==> config.mk <==
export PLATFORM = sky130hd
export DESIGN_NAME = tx_flex_serializer
export DESIGN_NICKNAME = d
export VERILOG_FILES = /design/src/rtl/tx_flex_serializer.sv
export SDC_FILE = /design/constraint.sdc
export NUM_CORES = 1
export LEC_CHECK = 0
export CORE_UTILIZATION = 55
export CTS_CLUSTER_DIAMETER = 60
export DETAILED_ROUTE_END_ITERATION = 12
export GPL_TIMING_DRIVEN = 0
export PLACE_DENSITY = 0.81
export SLEW_MARGIN = 15
export SYNTH_ARGS = -nofsm -noshare
export SYNTH_HDL_FRONTEND = slang
export SYNTH_SLANG_ARGS = --single-unit
==> constraint.sdc <==
create_clock -name CLK -period 3.1 [get_ports CLK]
set_input_delay 0.93 -clock CLK [delete_from_list [all_inputs] [get_ports CLK]]
set_output_delay 0.93 -clock CLK [all_outputs]
set_load 0.03 [all_outputs]
==> src/rtl/tx_flex_serializer.sv <==
// tx_flex_serializer: parallel-to-serial shifter with one-word holding buffer, selectable bit order and parity
module tx_flex_serializer #(
    parameter int WIDTH = 8
) (
    input  logic             CLK,
    input  logic             RST,
    input  logic [WIDTH-1:0] P_DATA,
    input  logic             DATA_VALID,
    output logic             READY,
    input  logic             SER_ENABLE,
    input  logic             MSB_FIRST,
    input  logic             PAR_TYP,
    output logic             SER_DATA,
    output logic             SER_DONE,
    output logic             PAR_BIT,
    output logic             BUSY
);
    localparam int CNT_W = $clog2(WIDTH);
    typedef enum logic {IDLE, SHIFT} state_t;
    state_t           state;
    logic [WIDTH-1:0] shreg, buf_data, ld_data;
    logic [CNT_W-1:0] cnt;
    logic             order, buf_order, buf_ptyp, buf_full;
    logic             accept, last, load, ld_order, ld_ptyp;
    assign READY    = ~buf_full;
    assign accept   = DATA_VALID & READY;
    assign BUSY     = state == SHIFT;
    assign last     = BUSY && SER_ENABLE && cnt == CNT_W'(WIDTH - 1);
    assign load     = (!BUSY && accept) || (last && (buf_full || accept));
    assign SER_DATA = BUSY && (order ? shreg[WIDTH-1] : shreg[0]);
    // a pending buffered word always takes priority over the input port when the shifter reloads
    always_comb begin
        ld_data  = buf_full ? buf_data  : P_DATA;
        ld_order = buf_full ? buf_order : MSB_FIRST;
        ld_ptyp  = buf_full ? buf_ptyp  : PAR_TYP;
    end
    // shifter, bit counter, holding buffer and registered status outputs
    always_ff @(posedge CLK or negedge RST) begin
        if (!RST) begin
            state     <= IDLE;
            shreg     <= '0;
            cnt       <= '0;
            order     <= 1'b0;
            buf_data  <= '0;
            buf_order <= 1'b0;
            buf_ptyp  <= 1'b0;
            buf_full  <= 1'b0;
            PAR_BIT   <= 1'b0;
            SER_DONE  <= 1'b0;
        end else begin
            SER_DONE <= last;
            if (load) begin
                state   <= SHIFT;
                shreg   <= ld_data;
                order   <= ld_order;
                PAR_BIT <= ^ld_data ^ ld_ptyp;
                cnt     <= '0;
            end else if (last) begin
                state <= IDLE;
            end else if (BUSY && SER_ENABLE) begin
                shreg <= order ? {shreg[WIDTH-2:0], 1'b0} : {1'b0, shreg[WIDTH-1:1]};
                cnt   <= cnt + 1'b1;
            end
            if (BUSY && accept && !last) begin
                buf_data  <= P_DATA;
                buf_order <= MSB_FIRST;
                buf_ptyp  <= PAR_TYP;
                buf_full  <= 1'b1;
            end else if (last && buf_full) begin
                buf_full <= 1'b0;
            end
        end
    end
endmodule

==> Word-level counts from Yosys, hierarchy flattened <==
Index checks and enable logic that the tools add are counted.
{ "classes": {"n_addsub": 1, "n_reduce_logical": 17, "n_eq_ne": 2, "n_bitwise": 3, "n_mux": 15} }
{ "op_table": {"columns": ["operator", "n"], "rows": [
  ["$mux 8", 5],
  ["$mux 3", 3],
  ["$logic_and 1x1->1", 8],
  ["$reduce_xor 8->1", 1],
  ["$mux 1", 7],
  ["$reduce_bool 2->1", 3],
  ["$add 3x1->3 const B", 1],
  ["$eq 3x3->1 const B", 1],
  ["$logic_not 1->1", 2],
  ["$logic_or 1x1->1", 2],
  ["$ne 2x1->1 const B", 1],
  ["$reduce_and 2->1", 1],
  ["$and 1x1->1", 1],
  ["$not 1->1", 1],
  ["$xor 1x1->1", 1]
]} }
{ "totals": {"reg_bits": 26} }

==> Depth between registers and ports, before layout <==
Gate-level depths: netlist of run 1.
{ "logic_depth": {"depth_word": 7, "ltp_mapped": 9, "ltp_nobuf": 7} }

==> Worst setup path after synthesis of run 1 <==
OpenSTA, ideal clock, no wires.
{ "synth_timing": {"path_kind": "flip-flop to output port", "startpoint": "reg order", "endpoint": "out SER_DATA", "stages_incl_launch_ff": 4, "setup_slack_ns": 1.073, "t_arrival_ns": 1.097, "t_required_ns": 2.170, "path_cell_list": "dfrtp_1 -> buf_2 -> mux2i_1 -> nor2b_1"} }
{ "synth_via": {"elab_chain_cells": 2} }
{ "synth_lines": {"columns": ["element", "line", "rtl"], "rows": [
  ["start, declared", "23", "logic order, buf_order, buf_ptyp, buf_full;"],
  ["start signal, assigned", "55", "order <= ld_order;"],
  ["$mux 1", "30", "assign SER_DATA = BUSY && (order ? shreg[WIDTH-1] : shreg[0]);"],
  ["$logic_and 1x1->1", "30", null],
  ["end, declared", "13", "output logic SER_DATA,"]
]} }
Every way passes these cells.

==> Worst setup path in the final report of run 1 <==
Same ends and word-level chain as after synthesis.

==> impl_metrics.csv, run 1 <==
group,metric,value,unit
outcome,status,"finished, final reports clean",
floorplanning,dieWidth,54.1,um
detailed_routing,drc,0,
grt,grt_overflow,0,
cells_and_area,multiInputGateArea,772,um2
grt,grt_use_total,22.8,%
synthesis,yosysWarnings,0,
worst_setup_path,worst-path-buf-inv,2,
synthesis,synth_area_leaders,"dfrtp_1, mux2i_1, mux2_4, xor2_1, a211oi_1",
floorplanning,die_h,54.1,um
synthesis,synth-seq-cells,26,
min_path,hp-class,"reg -> reg",
clocking,cts.sinks,26,
detailed_routing,postRouteWirelength,2850,um
worst_setup_path,critical-path-max-stage-delay,0.67,ns
power,leakage,0.856,nW
sta,rsz0062_at_grt,"no",
sta,worst_pin_slew,0.674,ns
sta,drv_slew,0,
place,dp.final_hpwl,2080,um
detailed_routing,routedWlPerCell,16.1,um
worst_setup_path,slowest_stage,"clkdlybuf4s50_1",
floorplanning,core,2520,um2
clocking,cts_tree,"built",
cells_and_area,drive_gt1_share,16.3,%
worst_setup_path,crit_path_max_fanout,10,
synthesis,yosysTopAreaCell,"dfrtp_1",
grt,antenna_found_initial,0,
sta,fmax,366,MHz
worst_setup_path,worstPathRequired,2.17,ns
floorplanning,die_area,2930,um2
floorplanning,start_util,59.3,%
sta,setup-tns-final,0,ns
worst_setup_path,endpoint_kind,"output port",
synthesis,yosysTopAreaCellShare,43.5,%
sta,slew_headroom,55.1,%
cells_and_area,syn2layout_area_growth,15.7,%
clocking,cts_hold_buf,0,
detailed_routing,vias_per_cell,5.69,
cells_and_area,nNetsFinal,165,
place,port_buffers,18,
synthesis,ys_types,25,
power,max-vdd-ir-drop,738,uV
clocking,numCtsBuffers,3,
clocking,clockRootBuffer,"clkbuf_4",
synthesis,synth.avg_cell_area,11.9,um2
clocking,htree_levels,1,
floorplanning,rows,18,
floorplanning,num_io_pins,19,
clocking,cts_setup_buffers,0,
grt,grt_pass1_vias,955,
detailed_routing,vias,1007,
sta,finClkSkew,0.0200,ns
cells_and_area,seq_area,651,um2
power,power,1.75,mW
cells_and_area,n_antenna_cell,0,
synthesis,synth_nets,142,
cells_and_area,nFillCells,185,
worst_setup_path,cpLargestDelayFamily,"buffers and inverters",
worst_setup_path,path_cells,"buf_2 -> mux2i_1 -> nor2b_1 -> clkdlybuf4s50_1",
synthesis,synthCells,126,
worst_setup_path,crit_path_start_kind,"register",
sta,final.period_utilization,88.2,%
sta,setup_viol,0,
worst_setup_path,rrSetupSlack,1.10,ns
clocking,cts_resized,0,
place,place_congestion,0.802,
detailed_routing,postRouteAntennaNets,0,
worst_setup_path,crit_type,"reg -> out",
detailed_routing,drt_iter0_drc,16,
grt,grt_max_degree,27,
synthesis,ys_seq_area_share,43.5,%
sta,min_period,2.73,ns
worst_setup_path,cp.arrival,1.80,ns
flow_run,max_cap_viol_count,0,
clocking,clock_tree.buffer_depth,2,
clocking,insertion_delay,0.32,ns
clocking,path_clk_slew,0.12,ns
detailed_routing,detail_route.first_pass.iterations,4,
grt,grt_pass1_wl,4570,um
sta,hold_viol_final,0,
synthesis,netlist_area,1500,um2
power,powerDensity,1010,nW/um2
Yosys cell counts (all sizes together):
master and number:
dfrtp 26, mux2i 24, nor2 14, a21oi 11, mux2 10, xor2 9, a211oi 8, buf 7
inv 3, xnor2 3, ha 2, and3 1, clkbuf 1, nand2 1, nand3b 1, nand4b 1
nor2b 1, nor3b 1, o21ai 1, xnor3 1
flip-flops by register name, indices dropped and copies added, names as in the netlist:
signal and count:
buf_ptyp 1, cnt 3, buf_data 8, buf_full 1, SER_DONE 1, PAR_BIT 1
shreg 8, order 1, BUSY 1, buf_order 1
power breakdown:
group | total [mW] | leakage [nW] | switching [mW] | internal (mW)
Combinational | 0.998 | 0.527 | 0.461 | 0.537
Clock | 0.141 | 0.0138 | 0.0955 | 0.0455
Sequential | 0.615 | 0.315 | 0.123 | 0.492
Total | 1.75 | 0.856 | 0.679 | 1.07
layout make-up:
type | instances | area share [%]
multi-input combinational | 89 | 44.6
sequential | 26 | 37.6
timing repair buffer | 18 | 10.1
buffer | 8 | 3.25
tap | 30 | 2.17
clock buffer | 3 | 1.30
inverter | 3 | 0.940
layout by cell type (no fill, tap or decap):
| cell type | synthesis | final |
|---|---|---|
| dfrtp_1 | 26 | 26 |
| mux2i_1 | 23 | 23 |
| clkdlybuf4s50_1 | 0 | 17 |
| nor2_1 | 14 | 14 |
| a21oi_1 | 10 | 10 |
| mux2_4 | 10 | 10 |
| xor2_1 | 9 | 9 |
| a211oi_1 | 8 | 8 |
| buf_2 | 3 | 4 |
| xnor2_1 | 3 | 3 |
| clkbuf_4 | 0 | 3 |
| buf_4 | 2 | 2 |
| buf_6 | 2 | 2 |
| inv_1 | 2 | 2 |
| ha_1 | 2 | 2 |
| and3_1 | 1 | 1 |
| inv_6 | 1 | 1 |
| nor2b_1 | 1 | 1 |
| a21oi_2 | 1 | 1 |
| clkbuf_1 | 1 | 1 |
| nand3b_1 | 1 | 1 |
| nor3b_1 | 1 | 1 |
| mux2i_4 | 1 | 1 |
| xnor3_1 | 1 | 1 |
| o21ai_0 | 1 | 1 |
| nand2_1 | 1 | 1 |
| nand4b_1 | 1 | 1 |
final timing paths:
check                                 startpoint                      end  depth (start not counted)
hold reg to reg            buf_order$_DFFE_PN0P_    buf_order$_DFFE_PN0P_                          1
setup reg to reg              cnt[0]$_DFFE_PN0P_     shreg[7]$_DFFE_PN0P_                          6
hold / removal             buf_order$_DFFE_PN0P_    buf_order$_DFFE_PN0P_                          1
setup / recovery               order$_DFFE_PN0P_                 SER_DATA                          4
min in group asynchronous                    RST       SER_DONE$_DFF_PN0_                          1
max in group asynchronous                    RST  buf_data[5]$_DFFE_PN0P_                          1
metal layers:
layer / global-route usage [%] / vias to the layer above / wire (um)
li1: - / 484 / -
met1: 29.4 / 496 / 1230
met2: 37.4 / 23 / 1470
met3: 6.21 / 4 / 120
met4: 5.98 / 0 / 33
met5: 0 / - / 0
cell families (layout without fill, tap and decap cells):
| group | count (synthesis) | count (layout) | share of synthesized area [%] |
|---|---|---|---|
| XOR/XNOR | 13 | 13 | 8.54 |
| flip-flops | 26 | 26 | 43.5 |
| multiplexers | 34 | 34 | 26.9 |
| AND/OR/NAND/NOR | 20 | 20 | 6.19 |
| adder cells (fa/ha/maj) | 2 | 2 | 1.67 |
| AO/OA/AOI/OAI | 20 | 20 | 8.28 |
| buffers and inverters | 11 | 32 | 4.85 |
through the flow:
stage	cell area, um2	worst slack (ns)	std cells	utilization [%]	hold WS, ns
final	1730	0.365	177	68.6	0.531
after global routing	1730	0.290	177	68.6	0.564
after CTS	1740	0.349	177	68.8	0.535
after detailed placement	1710	0.554	174	67.9	0.503
after global placement	1710	0.582	174	67.9	0.495
after floorplan	1500	1.07	126	-	0.481
worst reg2reg max path, cell delays in order, from the launching register on:
cell and delay [ns]:
dfrtp_1 0.42, ha_1 0.20, ha_1 0.18, nand3b_1 0.36
buf_2 0.32, a211oi_1 0.32, a21oi_1 0.07
Note: power is estimated with default switching activity, not from simulation.
==> run 2: changes to the inputs <==
Settings changed: CORE_UTILIZATION 55 to 30, HOLD_SLACK_MARGIN from default to 0.12, PLACE_DENSITY 0.81 to 0.5.
==> impl_metrics.csv, run 2 (synthesis gave the netlist of run 1 again) <==
group,metric,value,unit
sta,setup_slack,0.377,ns
worst_setup_path,worst-path-buf-inv,2,
clocking,cts_tree,"built",
worst_setup_path,rrSetupSlack,1.16,ns
sta,finClkSkew,0.00222,ns
power,swShare,37.5,%
min_path,hold_path_end,"PAR_BIT$_DFFE_PN0P_",
worst_setup_path,r2r_start,"cnt[0]$_DFFE_PN0P_",
grt,grt_pass1_wl,5090,um
flow_run,max_cap_viol_count,0,
worst_setup_path,cp_num_cells,4,
place,place_ws,0.568,ns
sta,hold_viol_final,0,
place,port_buffers,18,
sta,slew_headroom,54.4,%
sta,setup-tns-final,0,ns
grt,antenna_found_initial,0,
grt,grt_use_total,12.6,%
worst_setup_path,crit_type,"reg -> out",
power,p_int,1.12,mW
worst_setup_path,worstPathRequired,2.17,ns
floorplanning,core,4750,um2
floorplanning,start_util,31.4,%
place,place_congestion,0.722,
cells_and_area,nNetsFinal,165,
sta,final.period_utilization,87.8,%
detailed_routing,drt_iter0_drc,11,
clocking,cts_setup_buffers,0,
grt,grt_pass1_vias,978,
clocking,cts_hold_buf,0,
power,leakage,0.864,nW
worst_setup_path,cp.arrival,1.79,ns
detailed_routing,routedWlPerCell,13.8,um
sta,fmax,367,MHz
power,power,1.79,mW
sta,worst_pin_slew,0.684,ns
floorplanning,dieWidth,72.6,um
worst_setup_path,endpoint_kind,"output port",
clocking,cts_resized,0,
sta,min_period,2.72,ns
detailed_routing,vias_per_cell,4.64,
clocking,clock_tree.buffer_depth,2,
cells_and_area,final_common_cell,"dfrtp_1",
cells_and_area,final_cell_mix,"dfrtp_1, mux2i_1, clkdlybuf4s50_1",
detailed_routing,postRouteWirelength,2960,um
worst_setup_path,r2r-end,"shreg[7]$_DFFE_PN0P_",
sta,setup_viol,0,
worst_setup_path,crit_path_start_kind,"register",
floorplanning,num_io_pins,19,
power,pwr-share-seq,34.3,%
worst_setup_path,path_cells,"buf_2 -> mux2i_1 -> nor2b_1 -> clkdlybuf4s50_1",
clocking,cts.sinks,26,
detailed_routing,postRouteAntennaNets,0,
power,clkPwrFrac,10.7,%
worst_setup_path,reg2reg_depth,6,
worst_setup_path,critical-path-max-stage-delay,0.68,ns
detailed_routing,detail_route.first_pass.iterations,4,
sta,drv_slew,0,
power,max-vdd-ir-drop,371,uV
min_path,hold_depth,2,
floorplanning,die_area,5270,um2
place,dp.final_hpwl,2100,um
detailed_routing,drc,0,
cells_and_area,n_antenna_cell,0,
cells_and_area,drive_gt1_share,16.3,%
clocking,path_clk_slew,0.09,ns
cells_and_area,design_area,1800,um2
min_path,min_from,"PAR_BIT$_DFFE_PN0P_",
clocking,htree_levels,1,
detailed_routing,vias,994,
floorplanning,die_h,72.6,um
cells_and_area,syn2layout_area_growth,20.1,%
power,comb_power_share,55.0,%
clocking,clockRootBuffer,"clkbuf_8",
worst_setup_path,slowest_stage,"clkdlybuf4s50_1",
floorplanning,rows,25,
power,powerDensity,996,nW/um2
outcome,status,"finished, final reports clean",
min_path,hp-class,"reg -> reg",
power,switching_power,0.671,mW
clocking,numCtsBuffers,3,
sta,rsz0062_at_grt,"no",
clocking,insertion_delay,0.27,ns
place,dpl-instance-area,1750,um2
grt,grt_overflow,0,
worst_setup_path,cpLargestDelayFamily,"buffers and inverters",
worst_setup_path,crit_path_max_fanout,10,
cells_and_area,top_regs,"buf_data: 8 flops, shreg: 8 flops, cnt: 3 flops",
grt,grt_max_degree,27,
==> run 2: layout make-up <==
cell class / count / area [um2]
clock buffers: 3 / 41.3
fillers: 468 / 2960
inverters: 3 / 16.3
multi-input cells: 89 / 772
well taps: 67 / 83.8
plain buffers: 8 / 56.3
repair buffers: 18 / 175
flip-flops and latches: 26 / 651
==> run 2: worst min-delay path, delay by kind of cell (launching register included) <==
kind | cells | cell delay, ns
mux | 1 | 0.05
flops | 1 | 0.39
buf+inv | 1 | 0.06
==> run 2: power by group through the flow <==
stage / logic [mW] / registers (mW) / clock network, mW
2_1_floorplan: 0.771 / 0.618 / 0
3_3_place_gp: 0.980 / 0.613 / 0
3_5_place_dp: 0.993 / 0.619 / 0
4_1_cts: 0.996 / 0.613 / 0.197
5_1_grt: 1.09 / 0.634 / 0.215
6_report: 0.984 / 0.614 / 0.191
==> run 2: metrics by stage <==
stage               cells  util (%)  hold WS [ns]
floorplan             126         -         0.481
global placement      211      37.0         0.494
detailed placement    211      36.9         0.497
CTS                   214      37.8         0.528
global route          214      37.8         0.535
finish                214      37.8         0.528
==> run 2: layer usage <==
| layer | share of wire, % | track usage, % | vias up |
|---|---|---|---|
| li1 | - | - | 488 |
| met1 | 50 | 17.8 | 484 |
| met2 | 45 | 19.1 | 20 |
| met3 | 5.0 | 4.14 | 2 |
| met4 | 0.51 | 2.18 | 0 |
| met5 | 0 | 0 | - |
==> run 2: worst max-delay path by stage <==
stage / to / startpoint
floorplan: SER_DATA / order$_DFFE_PN0P_
global placement: PAR_BIT$_DFFE_PN0P_ / P_DATA[6]
detailed placement: PAR_BIT$_DFFE_PN0P_ / P_DATA[6]
CTS: SER_DATA / order$_DFFE_PN0P_
global route: SER_DATA / order$_DFFE_PN0P_
finish: SER_DATA / order$_DFFE_PN0P_
==> run 3: changes to the inputs <==
Settings changed: CTS_BUF_LIST from default to sky130_fd_sc_hd__clkbuf_4.
==> impl_metrics.csv, run 3 (synthesis gave the netlist of run 1 again) <==
group,metric,value,unit
outcome,status,"finished, final reports clean",
cells_and_area,top_regs,"buf_data: 8 flops, shreg: 8 flops, cnt: 3 flops",
cells_and_area,syn2layout_area_growth,18.8,%
min_path,hp-class,"reg -> reg",
detailed_routing,detail_route.first_pass.iterations,4,
sta,setup-tns-final,0,ns
worst_setup_path,crit_type,"reg -> out",
sta,drv_slew,0,
cells_and_area,nNetsFinal,165,
worst_setup_path,cp.arrival,1.87,ns
detailed_routing,vias_per_cell,4.71,
clocking,insertion_delay,0.33,ns
worst_setup_path,cpLargestDelayFamily,"buffers and inverters",
clocking,cts.sinks,26,
worst_setup_path,critical-path-max-stage-delay,0.68,ns
detailed_routing,met3WireLength,135,um
floorplanning,dieWidth,72.6,um
min_path,min_from,"PAR_BIT$_DFFE_PN0P_",
detailed_routing,drc,0,
clocking,path_clk_slew,0.14,ns
sta,final.period_utilization,90.3,%
cells_and_area,drive_gt1_share,16.3,%
cells_and_area,nFillCells,472,
floorplanning,num_io_pins,19,
detailed_routing,postRouteWirelength,2990,um
worst_setup_path,r2r-end,"shreg[5]$_DFFE_PN0P_",
grt,antenna_found_initial,0,
place,port_buffers,18,
grt,grt_pass1_vias,983,
power,powerDensity,983,nW/um2
clocking,clockRootBuffer,"clkbuf_4",
clocking,cts_hold_buf,0,
worst_setup_path,crit_path_max_fanout,10,
grt,grt_pass1_wl,5150,um
sta,setup_viol,0,
grt,grt_max_degree,27,
detailed_routing,routedWlPerCell,14.0,um
grt,grt_overflow,0,
place,dp.final_hpwl,2100,um
clocking,cts_setup_buffers,0,
sta,min_period,2.80,ns
min_path,hold_depth,2,
flow_run,max_cap_viol_count,0,
power,leakage,0.856,nW
detailed_routing,vias,1007,
sta,holdWs,0.534,ns
power,max-vdd-ir-drop,325,uV
floorplanning,rows,25,
sta,finClkSkew,0.00641,ns
sta,fmax,357,MHz
clocking,cts_tree,"built",
cells_and_area,final_cell_mix,"dfrtp_1, mux2i_1, clkdlybuf4s50_1",
sta,worst_pin_slew,0.692,ns
floorplanning,core,4750,um2
worst_setup_path,worstPathRequired,2.17,ns
detailed_routing,drt_iter0_drc,11,
worst_setup_path,path_cells,"buf_2 -> mux2i_1 -> nor2b_1 -> clkdlybuf4s50_1",
detailed_routing,postRouteAntennaNets,0,
worst_setup_path,slowest_stage,"clkdlybuf4s50_1",
sta,slew_headroom,53.8,%
worst_setup_path,endpoint_kind,"output port",
floorplanning,start_util,31.4,%
detailed_routing,wl_met2,1340,um
clocking,clock_tree.buffer_depth,2,
place,place_ws,0.568,ns
clocking,htree_levels,1,
floorplanning,die_area,5270,um2
detailed_routing,wl_met1,1480,um
detailed_routing,dr.max_layer_used,"met4",
worst_setup_path,worst-path-buf-inv,2,
worst_setup_path,reg2reg_depth,6,
clocking,numCtsBuffers,3,
worst_setup_path,r2r_start,"cnt[0]$_DFFE_PN0P_",
sta,setup_slack,0.300,ns
cells_and_area,final_common_cell,"dfrtp_1",
worst_setup_path,rrSetupSlack,1.15,ns
worst_setup_path,crit_path_start_kind,"register",
grt,grt_use_total,12.9,%
sta,hold_viol_final,0,
floorplanning,die_h,72.6,um
cells_and_area,n_antenna_cell,0,
power,power,1.75,mW
place,place_congestion,0.722,
min_path,hold_path_end,"PAR_BIT$_DFFE_PN0P_",
sta,rsz0062_at_grt,"no",
cells_and_area,final_util,37.4,%
clocking,cts_resized,0,
run 3: cell counts in the layout (fill, tap and decap cells not counted):
Identical to the previous run, type by type.
run 3: how the worst max path moves through the flow:
stage	start	endpoint	slack, ns	cells past startpoint
after global routing	order$_DFFE_PN0P_	SER_DATA	0.17	4
after detailed placement	P_DATA[6]	PAR_BIT$_DFFE_PN0P_	0.57	6
final	order$_DFFE_PN0P_	SER_DATA	0.30	4
after CTS	order$_DFFE_PN0P_	SER_DATA	0.29	4
after global placement	P_DATA[6]	PAR_BIT$_DFFE_PN0P_	0.56	6
after floorplan	order$_DFFE_PN0P_	SER_DATA	1.07	3
run 3: final cells by class:
type	instances	area (um2)	share of cell area, %
Timing Repair Buffer	18	175	9.86
Sequential cell	26	651	36.6
Inverter	3	16.3	0.915
Buffer	8	56.3	3.17
Multi-Input combinational cell	89	772	43.5
Clock buffer	3	22.5	1.27
Tap cell	67	83.8	4.72
run 3: report_power, final:
part	internal, mW	switching, mW	total, mW
Sequential	0.492	0.120	0.612
Combinational	0.537	0.449	0.987
Clock	0.0456	0.101	0.147
Total	1.08	0.671	1.75
run 3: layer usage:
metal	vias to the layer above	global-route usage [%]
li1	490	-
met1	494	17.8
met2	18	19.4
met3	5	4.14
met4	0	3.49
met5	-	0
run 3: stage by stage:
stage | cells | instance area [um2]
2_1_floorplan | 126 | 1500
3_3_place_gp | 211 | 1760
6_report | 214 | 1780
5_1_grt | 214 | 1780
3_5_place_dp | 211 | 1750
4_1_cts | 214 | 1780
run 3: tightest hold or removal path: cells and delay by family (launching register included):
family	cells	cell delay (ns)
flip-flops	1	0.40
multiplexers	1	0.05
buffers and inverters	1	0.06
==> RTL edit 1: new RTL, settings of run 1 <==
The parameter `WIDTH` goes from 8 to 4.
--- a/src/rtl/tx_flex_serializer.sv
+++ b/src/rtl/tx_flex_serializer.sv
@@ -1,6 +1,6 @@
 // tx_flex_serializer: parallel-to-serial shifter with one-word holding buffer, selectable bit order and parity
 module tx_flex_serializer #(
-    parameter int WIDTH = 8
+    parameter int WIDTH = 4
 ) (
     input  logic             CLK,
     input  logic             RST,
Ports: changed (resized P_DATA); port bits go from 19 to 15. The function was not compared with the original's and may differ.
==> RTL edit 1 against run 1 <==
Area after synthesis shrank 42%; wire length shrank 54%; cell area shrank 39%; sequential cell count shrank 9; setup slack gained 47 ps; count of clock-buffer cells in the layout grew 1; clock skew shrank 16 ps; highest routed layer unchanged.
Power is left out: it rests on default switching activity, and per cell area and clock period it moved more than threefold.
==> RTL edit 1: results (changes against run 1) <==
CTS HTree Levels 1 (unchanged); number of global-route vias before repair 506 (-47%); detailed-route vias per instance 5.51 (-3.1%); Iteration-0 DRC Markers 14 (-2); All-Layer GR Usage 16.7% (-6.1 points); CTS resizes 0 (unchanged); Met2 Wirelength 607 µm (-59%); status complete, no violations; slowest cell delay on critical path 670 ps (about the same); dominant cells by area after synthesis dfrtp_1 49%, mux2i_1 10%, mux2_1 7.8%, a21oi_1 3.5%, nor2_1 3.0%; Placer Congestion 0.724 (-9.8%); antenna fix cells 0 (unchanged); clk slew on worst S/H paths 90 ps (-30 ps); initial antenna violation count 0 (unchanged); Seq/Total Area, Yosys 49.1% (+5.5 points); share of layout cells above drive strength 1 10.0% (-6.3 points); Synth Net Count 83 (-42%); hold crit path type reg2reg; Gate Count Post-Synth 72 (-43%); Largest delay share family, worst path buffers and inverters; DP Cell Count 101 (-42%); Regs by FF count buf_data: 4 flops, shreg: 4 flops, cnt: 2 flops; Synth Warn # 0 (unchanged); Top Metal Used met4; Port Buffers 14 (-4); first drt pass iteration count 4 (unchanged); # Post-CTS Setup Buffers 0 (unchanged); CP max-delay cell clkdlybuf4s50_1; Post-Route M1 WL 661 µm (-46%); total CTS buffers 3 (unchanged); maximum number of pins on one net before global-route repair 18 (-33%); worst-skew pair later-pin latency 280 ps (-40 ps); ys async rst share 100% (unchanged); first-pass GRT wire length 2190 µm (-52%); buffer levels on the longest clock path 2 (unchanged); CTS Root Cell clkbuf_4; WL/cell 12.5 µm (-22%); post-detail-place hpwl 1010 µm (-52%); final wirelength 1310 µm (-54%); metal3 WL 28 µm (-77%); Critical Path AT 1760 ps (-40 ps); Slew headroom 51.6% (-3.5 points); crit path max fanout 6 (-4); Worst Clk Skew 4.03 ps (-16.0 ps); Synth top cells by count 17 x dfrtp_1, 9 x mux2i_1, 7 x nor2_1; count of cell types in the netlist 27 (+8.0%); Final nets 102 (-38%)
RTL edit 1: cell types whose count changed in the layout (fill, tap and decap cells not counted), moves of 2 or more:
| cell | before | now |
|---|---|---|
| a211oi_1 | 8 | 2 |
| a21oi_1 | 10 | 6 |
| buf_2 | 4 | 1 |
| buf_4 | 2 | 0 |
| clkdlybuf4s50_1 | 17 | 14 |
| dfrtp_1 | 26 | 17 |
| mux2_1 | 0 | 6 |
| mux2_4 | 10 | 1 |
| mux2i_1 | 23 | 9 |
| nand2_1 | 1 | 3 |
| nor2_1 | 14 | 7 |
| xnor2_1 | 3 | 1 |
| xor2_1 | 9 | 3 |
RTL edit 1: final cells by class:
class | count | area, µm²
Sequential cell | 17 | 425
Multi-Input combinational cell | 51 | 418
Fill cell | 100 | 330
Timing Repair Buffer | 14 | 140
Clock buffer | 4 | 26.3
Buffer | 3 | 20.0
Tap cell | 15 | 18.8
Inverter | 1 | 3.75
RTL edit 1: kinds of logic after synthesis:
| kind of cell | after synthesis | synth area share, % |
|---|---|---|
| muxes | 18 | 22.8 |
| DFF | 17 | 49.1 |
| and+or+nand+nor | 15 | 8.08 |
| AOI/OAI and AO/OA | 12 | 9.23 |
| xor gates and xnor gates | 5 | 6.64 |
| buffers and inverters | 4 | 2.74 |
| adders and majority gates | 1 | 1.44 |
RTL edit 1: path summary, 6_finish.rpt:
check | start | end | slack, ps | cells after the start
worst min register to register | buf_data[0] | buf_data[0] | 490 | 1
min in group asynchronous | RST | buf_ptyp | 1070 | 1
max in group asynchronous | RST | shreg[3] | 1570 | 1
worst max-delay path | order | SER_DATA | 410 | 4
worst max register to register | buf_full | PAR_BIT | 1360 | 5
worst min-delay path | buf_data[0] | buf_data[0] | 490 | 1
RTL edit 1: worst register-to-register path: cells and delay by family (launching register included):
family | cells | cell delay, ps
multiplexers | 2 | 540
XOR/XNOR | 2 | 590
buffers and inverters | 1 | 140
flip-flops | 1 | 350
RTL edit 1: metal layers:
layer,vias up,track usage [%]
met3,2,2.61
li1,295,-
met4,0,5.81
met2,8,25.9
met5,-,0
met1,274,24.0
RTL edit 1: through the flow:
step	setup WS [ps]	instance area [µm²]	utilization, %
3_5_place_dp	557	1030	74.2
5_1_grt	275	1050	76.1
6_report	412	1050	76.1
3_3_place_gp	555	1030	74.2
2_1_floorplan	1080	867	-
4_1_cts	394	1050	76.1
==> RTL edit 2: new RTL, flow settings as in run 1 <==
Without the edit above. Make the reset (`RST`) synchronous in one clocked block.
--- a/src/rtl/tx_flex_serializer.sv
+++ b/src/rtl/tx_flex_serializer.sv
@@ -35,7 +35,7 @@
         ld_ptyp  = buf_full ? buf_ptyp  : PAR_TYP;
     end
     // shifter, bit counter, holding buffer and registered status outputs
-    always_ff @(posedge CLK or negedge RST) begin
+    always_ff @(posedge CLK) begin
         if (!RST) begin
             state     <= IDLE;
             shreg     <= '0;
Behaviour: differs if RST is asserted again (counterexample within 4 cycles, from zero or initial values and one cycle with RST low); with RST held inactive, the same outputs for 10 cycles.
==> RTL edit 2 against run 1 <==
Register-to-register slack barely moved; sequential cell count did not move; wire length down 2.6%; final cell count increased by 12%; cell area decreased by 3.9%; critical endpoint unchanged; largest cell class unchanged; setup slack worse by 120 ps; area after synthesis decreased by 5.5%.
Power is not compared: it rests on default switching activity, and its combinational part moved more than twofold at a synthesized area within 25%.
==> RTL edit 2: results (changes against run 1) <==
Synth top cells by count 33 x mux2i_1, 26 x dfxtp_1, 23 x nor2_1; Synth Area in XOR/XNOR 8.15% (-0.39 points); Post-Synth Adder-Cell Area 1.77% (+0.098 points); Fillers 202 (+9.2%); grt met3 use 3.48% (-2.7 points); detailed-route vias per instance 5.70 (+0.22%); share of layout cells above drive strength 1 5.95% (-10 points); crit path max fanout 10 (unchanged); total negative slack 0 ps (unchanged); FF-to-FF End shreg[7]; Worst Hold Endpoint PAR_BIT; buffer levels on the longest clock path 2 (unchanged); Placer Congestion 0.875 (+9.1%); number of global-route vias before repair 1022 (+7.0%); Top Metal Used met4; Iteration-0 DRC Markers 21 (+5); All-Layer GR Usage 22.7% (-0.043 points); Min Hold Slack 501 ps (-29.7 ps); met2 Use GR 35.9% (-1.5 points); post-detail-place hpwl 2110 µm (+1.7%); path depth of the worst reg2reg path 7 (+1); worst min-delay path startpoint PAR_BIT; ys async rst share 0% (-100 points); Critical Path AT 1930 ps (+130 ps); maximum number of pins on one net before global-route repair 15 (-44%); Synth Warn # 0 (unchanged); status complete, no violations; first-pass GRT wire length 4570 µm (unchanged); metal3 WL 62 µm (-48%); count of cell types in the netlist 29 (+16%); final wirelength 2780 µm (-2.6%); Synth Net Count 163 (+15%); ys flop type dfxtp_1; Worst R2R Start cnt[0]; Synth Area in Compound Gates 12.8% (+4.5 points); Worst Clk Skew 1.29 ps (-18.7 ps); Seq/Total Area, Yosys 36.8% (-6.7 points); Max VDD drop 0.000361 V; Post-Route M1 WL 1370 µm (+12%); dominant cells by area after synthesis dfxtp_1 37%, mux2i_1 23%, a211oi_1 8.0%, nor2_1 6.1%, xnor3_1 3.2%; post-synthesis mux area share 25.0% (-2.0 points); worst-skew pair later-pin latency 330 ps; Met2 Wirelength 1320 µm (-10%); Final nets 185 (+12%); clk slew on worst S/H paths 140 ps (+20 ps); Worst-Margin Slew 660 ps (-13.8 ps); worst hold stages 2 (+1); Area after DPL 1630 µm² (-4.8%); met1 GRT Util 31.2% (+1.8 points)
[RTL edit 2: logic make-up after synthesis]
logic type	after synthesis
compound gates	25
xor+xnor	10
fa+ha+maj	2
buf+inv	11
flops	26
mux	35
simple gates	38
[RTL edit 2: worst max-delay path, cell delays in order (launching register included)]
cell	delay [ps]
dfxtp_1	640
mux2i_1	160
nor2b_1	120
clkdlybuf4s50_1	670
[RTL edit 2: worst max path at each step]
stage / start / to / slack [ps]
finish: order / SER_DATA / 240
CTS: order / SER_DATA / 50
global route: order / SER_DATA / 140
detailed placement: P_DATA[5] / PAR_BIT / 250
floorplan: order / SER_DATA / 910
global placement: P_DATA[5] / PAR_BIT / 300
[RTL edit 2: area by class of cell]
| class | count | area, µm² | share of cell area [%] |
|---|---|---|---|
| plain buffers | 8 | 35.0 | 2.11 |
| well taps | 30 | 37.5 | 2.26 |
| clock buffers | 4 | 36.3 | 2.18 |
| repair buffers | 18 | 180 | 10.8 |
| multi-input cells | 110 | 846 | 50.9 |
| inverters | 2 | 7.51 | 0.451 |
| flip-flops and latches | 26 | 520 | 31.3 |
[RTL edit 2: power by group through the flow]
stage / Clock [mW] / Combinational [mW] / Sequential, mW
finish: 0.176 / 0.175 / 0.378
global route: 0.190 / 0.193 / 0.381
CTS: 0.178 / 0.181 / 0.373
detailed placement: 0 / 0.180 / 0.380
global placement: 0 / 0.176 / 0.379
floorplan: 0 / 0.119 / 0.383
[RTL edit 2: metrics by stage]
step                      cells  power (mW)  setup slack, ps
after floorplan             147       0.502              910
after global placement      195       0.555              297
after detailed placement    195       0.560              252
after CTS                   199       0.732             46.7
after global routing        198       0.764              137
final                       198       0.729              244
